--- src/rtl/queue_serial_tx.sv ---
// rtl/queue_serial_tx.sv - drains the word queue onto a UART-style framed serial line
// Frame: start bit, SIZE data bits LSB-first, optional even parity, STOP_BITS stop bits.
module queue_serial_tx #(
  parameter int SIZE         = 16,
  parameter int CLKS_PER_BIT = 4,
  parameter int STOP_BITS    = 1,
  parameter int PARITY_EN    = 0,
  parameter int CNT_W        = 8
) (
  input  logic             clk,
  input  logic             rst,
  input  logic             enable,
  input  logic             q_empty,
  input  logic [SIZE-1:0]  q_rd_data,
  output logic             q_rd,
  output logic             tx,
  output logic             busy,
  output logic [CNT_W-1:0] words_sent
);

  localparam int BW = (CLKS_PER_BIT > 2) ? $clog2(CLKS_PER_BIT) : 1;
  localparam int IW = (SIZE > 2) ? $clog2(SIZE) : 1;
  localparam logic [BW-1:0] BAUD_LAST = BW'(CLKS_PER_BIT - 1);
  localparam logic [IW-1:0] IDX_LAST  = IW'(SIZE - 1);
  localparam logic [IW-1:0] STOP_LAST = IW'(STOP_BITS - 1);

  typedef enum logic [2:0] {IDLE, START, DATA, PARITY, STOP} state_t;

  state_t          state;
  logic [SIZE-1:0] shreg;
  logic            par_bit;
  logic [BW-1:0]   baud;
  logic [IW-1:0]   bit_idx;
  logic            bit_end;

  assign bit_end = (baud == BAUD_LAST);
  assign q_rd    = (state == IDLE) && enable && !q_empty && !rst;

  always_ff @(posedge clk) begin
    if (rst) begin
      state      <= IDLE;
      tx         <= 1'b1;
      busy       <= 1'b0;
      words_sent <= '0;
      shreg      <= '0;
      par_bit    <= 1'b0;
      baud       <= '0;
      bit_idx    <= '0;
    end else begin
      case (state)
        IDLE: begin
          if (q_rd) begin
            shreg   <= q_rd_data;
            par_bit <= ^q_rd_data;
            baud    <= '0;
            bit_idx <= '0;
            tx      <= 1'b0;
            busy    <= 1'b1;
            state   <= START;
          end
        end
        START: begin
          if (bit_end) begin
            baud  <= '0;
            tx    <= shreg[0];
            state <= DATA;
          end else begin
            baud <= baud + BW'(1);
          end
        end
        DATA: begin
          if (bit_end) begin
            baud  <= '0;
            shreg <= {1'b0, shreg[SIZE-1:1]};
            if (bit_idx == IDX_LAST) begin
              bit_idx <= '0;
              if (PARITY_EN != 0) begin
                tx    <= par_bit;
                state <= PARITY;
              end else begin
                tx    <= 1'b1;
                state <= STOP;
              end
            end else begin
              // shreg[1] becomes bit 0 on this same edge
              bit_idx <= bit_idx + IW'(1);
              tx      <= shreg[1];
            end
          end else begin
            baud <= baud + BW'(1);
          end
        end
        PARITY: begin
          if (bit_end) begin
            baud  <= '0;
            tx    <= 1'b1;
            state <= STOP;
          end else begin
            baud <= baud + BW'(1);
          end
        end
        STOP: begin
          if (bit_end) begin
            baud <= '0;
            // bit_idx is reused to count stop bits
            if (bit_idx == STOP_LAST) begin
              bit_idx    <= '0;
              busy       <= 1'b0;
              words_sent <= words_sent + CNT_W'(1);
              state      <= IDLE;
            end else begin
              bit_idx <= bit_idx + IW'(1);
            end
          end else begin
            baud <= baud + BW'(1);
          end
        end
        default: state <= IDLE;
      endcase
    end
  end

endmodule

--- config.mk ---
export PLATFORM = sky130hd
export DESIGN_NAME = queue_serial_tx
export DESIGN_NICKNAME = d
export VERILOG_FILES = /design/src/rtl/queue_serial_tx.sv
export SDC_FILE = /design/constraint.sdc
export NUM_CORES = 1
export LEC_CHECK = 0
export ABC_AREA = 1
export BUFFER_PORTS_ARGS = -buffer_cell sky130_fd_sc_hd__buf_2
export CORE_AREA = 4 4 74 76
export DETAILED_ROUTE_END_ITERATION = 12
export DIE_AREA = 0 0 78 80
export PLACE_DENSITY = 0.7
export REMOVE_ABC_BUFFERS = 1
export SYNTH_ARGS = -nofsm -noshare
export SYNTH_HDL_FRONTEND = slang
export SYNTH_SLANG_ARGS = --single-unit
--- constraint.sdc ---
create_clock -name clk -period 1.7 [get_ports clk]
set_input_delay 0.34 -clock clk [delete_from_list [all_inputs] [get_ports clk]]
set_output_delay 0.34 -clock clk [all_outputs]
set_load 0.005 [all_outputs]
==> results of run 1 <==
power by group through the flow:
stage	registers (mW)	logic [mW]	clock network [mW]
3_3_place_gp	1.05	0.937	0
6_report	1.04	0.948	0.534
3_5_place_dp	1.06	0.948	0
4_1_cts	1.04	0.953	0.560
2_1_floorplan	1.05	0.697	0
5_1_grt	1.05	1.09	0.600
per-layer routing:
metal	share of wire	global-route usage	vias to the layer above
met2	0.43	0.1978	37
met1	0.51	0.1657	739
met4	0.0062	0.03671	0
met3	0.054	0.03386	4
met5	0	0	-
li1	-	-	921
synthesized netlist by cell type:
cell type  count  area [um2]
a21oi_2        5       43.79
clkbuf_2       1       5.000
nand2_2        3       18.77
nand3_1        8       40.04
nand2_4        1       11.26
xnor2_1        1       8.760
nor4_1         1       6.260
buf_6          5       56.30
o21ai_0       27       135.1
buf_2          1       5.000
inv_1         29       108.9
a21boi_0       1       7.510
nand2_1       63       236.5
clkbuf_1       2       7.510
o21ai_1        9       45.04
nand4_1        1       6.260
dfxtp_1       35       700.7
nor3_1         3       15.01
inv_2          4       15.01
a21oi_1       19       95.09
nor2_1        38       142.6
xor2_1         2       17.52
buf_4          1       7.510
ha_1           4       50.05
nor2_8         1       20.02
nor2_2         3       18.77
nor2_4         3       33.78
how the worst max path moves through the flow:
stage                     startpoint         end  slack [ps]  cells after the start
final                       state[0]    shreg[1]         170                      8
after global routing         baud[0]  bit_idx[3]          30                      8
after CTS                   state[0]    shreg[1]         150                      8
after detailed placement    state[0]    shreg[1]         170                      8
after global placement       baud[0]  bit_idx[1]         200                      8
after floorplan             state[2]    shreg[0]        -420                      7
registers in the layout, summed over array words and instances (netlist names):
register	cells
state	3
words_sent	8
shreg	16
tx	1
bit_idx	4
baud	2
busy	1
kinds of logic (layout without fill, tap and decap cells):
group,count (synthesis),in the layout,synth area share
simple gates,125,125,0.2956
compound gates,61,61,0.1758
buf+inv,43,75,0.1104
flops,35,35,0.3771
fa+ha+maj,4,4,0.02694
xor+xnor,3,3,0.01414
per-stage QoR:
step	hold WS, ps	cells	util
floorplan	409.1	261	-
global placement	435.1	364	0.4405
CTS	320.2	370	0.4559
global route	349.9	370	0.4559
finish	336.1	370	0.4559
detailed placement	440.7	364	0.4405
layout make-up:
cell class / instances / area share
Clock buffer: 6 / 0.03370
Inverter: 33 / 0.05752
Multi-Input combinational cell: 193 / 0.4422
Sequential cell: 35 / 0.3254
Tap cell: 67 / 0.03893
Timing Repair Buffer: 36 / 0.1023
critical path: stages (launching register included):
cell	delay, ps
dfxtp_1	470
nor2_8	50
nand2_2	180
inv_2	100
a21oi_2	190
buf_12	190
inv_1	80
nor2_1	100
nor2_1	50
==> impl_metrics.ini, run 1 <==
[clock_network]
cts_buffers = 5
htree_levels = 2
clock_latency_ps = 280
cts_tree = yes
hold_buffers = 0
cts_setup_buffers = 0
cts_resized = 0
clk_path_buf_depth = 2
root_buffer = clkbuf_8
clkSinkCount = 35
clk_pin_slew_ps = 60

[pwr]
ir_drop_uv = 519.8
p_int_mw = 1.572
clkPwrFrac = 0.212
seq_power_share = 0.412
comb_power_share = 0.376
power.switching_mw = 0.9469
powerDensity_nw_per_um2 = 1170
switching_share = 0.3760
power_mw = 2.518
leakage_nw = 0.9939

[timing]
fin_skew_ps = 3.425
period_needed_ps = 1533
period_share = 0.9018
worst_slack_ps = 167.0
final.setup.tns_ps = 0
hold_viol = 0
tightest_slew_ps = 336.9
rsz0062_at_grt = false
clock.fmax_mhz = 652.3
slew_viol_final = 0
finalSetupViolations = 0
slew_headroom = 0.7733

[floorplanning]
initial_core_util = 0.3934
die_w_um = 78
top_level_ports = 31
core_um2 = 4723
die_y_um = 80
dieArea_um2 = 6240
row_count = 25

[finish]
layout.nets = 328
area_growth_pct = 15.89
fillers = 507
regArea_um2 = 700.7
multi_input_comb_area_um2 = 952.2
final_common_cell = nand2_1
n_antenna_cell = 0
postLayoutCellArea_um2 = 2153
layout-drive-gt1-share = 0.2013
final_cell_mix = nand2_1, nor2_1, dfxtp_1

[critical_path]
ff2ff_path_depth = 8
critPathLaunchType = register
crit_arrival_ps = 1700
crit-reg2reg-capture = shreg[1]
cp_max_fo = 29
r2r-start = state[0]
rrSetupSlack_ps = 170
required_ps = 1870
path_class = reg -> reg
end_kind = register

[global_routing]
grtUsageTotal = 0.1248
grt-ovfl-total = 0
first_global_vias = 1484
grt_max_degree = 30
grt_first_pass_wirelength_um = 6361
antenna_found_initial = 0

[synthesis]
ys_warn_count = 0
synth.distinct_cells = 27
yosys_register_bits = 35
syn_avg_cell_area_um2 = 6.856
netlist_area_um2 = 1858
ys_seq_area_frac = 0.3771
synth_cells = 271

[routing]
ant_nets = 0
vias = 1701
drtPass1Iterations = 4
avgViaCountPerCell = 4.597
wirelength_um = 3734
drc = 0
wl_per_cell_um = 10.09
drt_iter0_markers = 59

[job]
maxCapViolations = 0

[place]
gp_congestion = 0.9320
placed_area_um2 = 2081
hpwl_um = 2809
dp_slack_ps = 172.7
port_buffers = 30

[hold_path]
hp-start = q_rd_data[15]
hold_class = in -> reg
hold_depth = 3
min_to = shreg[15]

[status]
status = finished clean
Power figures use the tool's default switching activity.
==> inputs of run 2 (changes only) <==
--- a/config.mk
+++ b/config.mk
@@ -11,6 +11,7 @@
 export DETAILED_ROUTE_END_ITERATION = 12
 export DIE_AREA = 0 0 78 80
 export PLACE_DENSITY = 0.7
+export RECOVER_POWER = 25
 export REMOVE_ABC_BUFFERS = 1
 export SYNTH_ARGS = -nofsm -noshare
 export SYNTH_HDL_FRONTEND = slang
==> run 2 against run 1 <==
Maximum frequency is essentially flat. Total power shrank 0.14%. Combinational power shrank 0.5%. Final cell count is the same. Largest cell class unchanged. Critical endpoint unchanged. Final area shrank 0.29%.
==> impl_metrics.ini, run 2 (synthesis gave the netlist of run 1 again) <==
[finish]
final_common_cell = nand2_1
utilization = 0.4546
layout-drive-gt1-share = 0.1848
final_cell_mix = nand2_1, nor2_1, dfxtp_1
n_antenna_cell = 0
largest_reg_flops = 16
area_growth_pct = 15.56
layout.nets = 328
regMostFlops = shreg
top_regs = shreg x16, words_sent x8, bit_idx x4

[routing]
drc = 0
drtPass1Iterations = 4
avgViaCountPerCell = 4.597
vias = 1701
wirelength_um = 3734
drt_iter0_markers = 60
wl_per_cell_um = 10.09
ant_nets = 0

[clock_network]
cts_setup_buffers = 0
cts_resized = 0
root_buffer = clkbuf_8
clk_pin_slew_ps = 60
cts_buffers = 5
htree_levels = 2
clk_path_buf_depth = 2
hold_buffers = 0
clock_latency_ps = 280
cts_tree = yes
clkSinkCount = 35

[floorplanning]
die_y_um = 80
dieArea_um2 = 6240
die_w_um = 78
initial_core_util = 0.3934
row_count = 25
top_level_ports = 31
core_um2 = 4723

[timing]
clock.fmax_mhz = 652.7
period_needed_ps = 1532
slew_viol_final = 0
finalSetupViolations = 0
fin_skew_ps = 3.064
period_share = 0.9012
rsz0062_at_grt = false
worst_slack_ps = 167.9
tightest_slew_ps = 336.9
slew_headroom = 0.7733
hold_viol = 0

[global_routing]
antenna_found_initial = 0
grtUsageTotal = 0.1248
grt-ovfl-total = 0
first_global_vias = 1484
grt_first_pass_wirelength_um = 6361
grt_max_degree = 30

[critical_path]
cp_common_cell = nor2_1
worstPathBufferInverterCount = 3
worstPathCellList = nor2_8, nand2_2, inv_2, a21oi_2, buf_12, inv_1, nor2_1, nor2_1
end_kind = register
critPathLaunchType = register
required_ps = 1870
path_class = reg -> reg
cp_top_family = flip-flops
cp_max_fo = 29
cpMaxStageDelayCell = dfxtp_1
crit_arrival_ps = 1700
cp_slowest_stage_delay_ps = 470

[place]
gp_congestion = 0.9320
port_buffers = 30
dp_slack_ps = 172.7
hpwl_um = 2809

[job]
maxCapViolations = 0

[pwr]
ir_drop_uv = 518.7
powerDensity_nw_per_um2 = 1171
leakage_nw = 0.9749

[hold_path]
hold_class = in -> reg

[status]
status = finished clean
-- run 2: cell types whose count changed in the layout (fill, tap and decap cells not counted) --
| cell | change |
|---|---|
| clkbuf_1 | +5 |
| buf_2 | -5 |
-- run 2: cell type report --
| type | count | area, um2 |
|---|---|---|
| Clock buffer | 6 | 72.57 |
| Fill cell | 506 | 2576 |
| Inverter | 33 | 123.9 |
| Sequential cell | 35 | 700.7 |
| Tap cell | 67 | 83.83 |
| Timing Repair Buffer | 36 | 214.0 |
| Multi-Input combinational cell | 193 | 952.2 |
-- run 2: metal layers --
metal	GRT usage	routed length (um)
met2	0.1978	1602
met1	0.1657	1903
met3	0.03386	205
met5	0	0
met4	0.03671	22
-- run 2: worst reg2reg max path, delay by kind of cell (launching register included) --
kind | cells | cell delay [ps]
buffers and inverters | 3 | 370
AO/OA/AOI/OAI | 1 | 190
flip-flops | 1 | 470
AND/OR/NAND/NOR | 4 | 390
-- run 2: final timing paths --
kind	start	end	slack, ps	depth (start not counted)
setup / recovery	state[0]	shreg[1]	170	8
hold / removal	q_rd_data[15]	shreg[15]	330	3
setup reg to reg	state[0]	shreg[1]	170	8
hold reg to reg	shreg[4]	shreg[4]	450	2
-- run 2: where the power goes --
part | switching [mW] | internal (mW)
Combinational | 0.591 | 0.352
Clock | 0.262 | 0.273
Sequential | 0.0941 | 0.943
-- run 2: stage by stage --
| step | TNS (ps) | hold WS (ps) | instances | instance area [um2] | total power [mW] |
|---|---|---|---|---|---|
| 4_1_cts | 0 | 320.2 | 370 | 2153 | 2.549 |
| 2_1_floorplan | -5420 | 409.1 | 261 | 1777 | 1.747 |
| 6_report | 0 | 334.9 | 370 | 2147 | 2.515 |
| 3_5_place_dp | 0 | 440.7 | 364 | 2081 | 2.004 |
| 3_3_place_gp | 0 | 435.1 | 364 | 2081 | 1.987 |
| 5_1_grt | 0 | 349.9 | 370 | 2147 | 2.734 |
==> inputs of run 3 (changes only) <==
--- a/config.mk
+++ b/config.mk
@@ -7,10 +7,10 @@
 export LEC_CHECK = 0
 export ABC_AREA = 1
 export BUFFER_PORTS_ARGS = -buffer_cell sky130_fd_sc_hd__buf_2
-export CORE_AREA = 4 4 74 76
+export CORE_AREA = 4 4 54 104
 export DETAILED_ROUTE_END_ITERATION = 12
-export DIE_AREA = 0 0 78 80
-export PLACE_DENSITY = 0.7
+export DIE_AREA = 0 0 58 108
+export PLACE_DENSITY_LB_ADDON = 0.05
 export RECOVER_POWER = 25
 export REMOVE_ABC_BUFFERS = 1
 export SYNTH_ARGS = -nofsm -noshare
==> run 3 against run 2 <==
Maximum frequency shrank 4.6%. Via count rose by 0.47%. Final cell count shrank 2.2%. Sequential cell count stayed put. Total power rose by 1.9%. Combinational power shrank 2.9%. Die area grew 0.38%. Clock skew increased by 2.7 ps. Sequential share of layout area grew 0.12 points. Critical path type is now reg -> out. Largest cell class unchanged.
==> impl_metrics.ini, run 3 (synthesis gave the netlist of run 1 again) <==
[status]
status = finished clean

[timing]
worst_slack_ps = 93.76
slew_viol_final = 0
rsz0062_at_grt = false
hold_viol = 0
holdWs_ps = 311.8
period_share = 0.9448
fin_skew_ps = 5.791
clock.fmax_mhz = 622.6
slew_headroom = 0.7209
finalSetupViolations = 0
period_needed_ps = 1606
tightest_slew_ps = 414.8

[routing]
drtPass1Iterations = 4
avgViaCountPerCell = 4.721
wl_per_cell_um = 11.24
wirelength_um = 4068
drc = 0
vias = 1709
ant_nets = 0
drt_iter0_markers = 48

[floorplanning]
row_count = 36
initial_core_util = 0.3819
dieArea_um2 = 6264
top_level_ports = 31
die_y_um = 108
die_w_um = 58
core_um2 = 4865

[place]
port_buffers = 30
dp_slack_ps = 188.4
placed_area_um2 = 2056
hpwl_um = 3103
gp_congestion = 0.7573

[hold_path]
hold_class = in -> reg

[critical_path]
rrSetupSlack_ps = 260
crit_arrival_ps = 1270
end_kind = output port
critPathLaunchType = register
required_ps = 1360
cp_max_fo = 6
path_class = reg -> out

[finish]
regMostFlops = shreg
top_regs = shreg x16, words_sent x8, bit_idx x4
layout.nets = 328
final_cell_mix = nand2_1, nor2_1, dfxtp_1
final_common_cell = nand2_1
largest_reg_flops = 16
layout-drive-gt1-share = 0.2000
n_antenna_cell = 0
area_growth_pct = 15.35
postLayoutCellArea_um2 = 2143

[global_routing]
gr-usage-met2 = 0.2718
antenna_found_initial = 0
first_global_vias = 1591
use_met1 = 0.1464
grt-busiest-layer = met2
grtUsageTotal = 0.1454
use_met3 = 0.02748
grt_first_pass_wirelength_um = 6975
grt-ovfl-total = 0
grt_max_degree = 29

[clock_network]
clkSinkCount = 35
cts_buffers = 5
htree_levels = 2
clock_latency_ps = 290
root_buffer = clkbuf_8
clk_path_buf_depth = 2
cts_tree = yes
hold_buffers = 0
clk_pin_slew_ps = 70

[pwr]
powerDensity_nw_per_um2 = 1195
leakage_nw = 0.9803
power_mw = 2.562
ir_drop_uv = 570.9

[job]
maxCapViolations = 0
run 3: worst paths after layout:
kind / depth (start not counted) / to / startpoint
hold / removal: 3 / shreg[15] / q_rd_data[15]
hold reg to reg: 2 / shreg[11] / shreg[11]
setup / recovery: 5 / q_rd / state[1]
setup reg to reg: 8 / bit_idx[1] / baud[0]
run 3: what timing repair did:
| action | in CTS | in global routing |
|---|---|---|
| resized for setup | 0 | 2 |
| buffers inserted | 0 | 0 |
| endpoints found under the setup margin | 0 | 2 |
run 3: final cells by class:
type,instances,area (um2)
Multi-Input combinational cell,193,957.2
Fill cell,532,2721
Clock inverter,2,12.51
Timing Repair Buffer,36,203.9
Clock buffer,6,72.57
Tap cell,57,71.32
Sequential cell,35,701.9
Inverter,33,123.9
run 3: worst max-delay path: stages (launching register included):
cell,delay [ps]
dfxtp_1,470
inv_2,100
nand2_2,100
nor2_4,50
buf_4,140
buf_2,120
run 3: per-layer routing:
metal | routed length [um] | share of wire
met5 | 0 | 0
met4 | 105 | 0.026
met3 | 178 | 0.044
met2 | 2209 | 0.54
met1 | 1574 | 0.39
run 3: where the power goes:
part | leakage, nW | internal, mW | switching, mW
clock | 0.0412 | 0.286 | 0.304
sequential | 0.285 | 0.945 | 0.110
combinational | 0.654 | 0.338 | 0.578
total | 0.980 | 1.57 | 0.992
run 3: metrics by stage:
step                utilization  setup TNS (ps)  std cells
floorplan                     -           -5420        261
global route             0.4406               0        362
global placement         0.4226               0        354
detailed placement       0.4226               0        354
CTS                      0.4401               0        362
finish                   0.4406               0        362
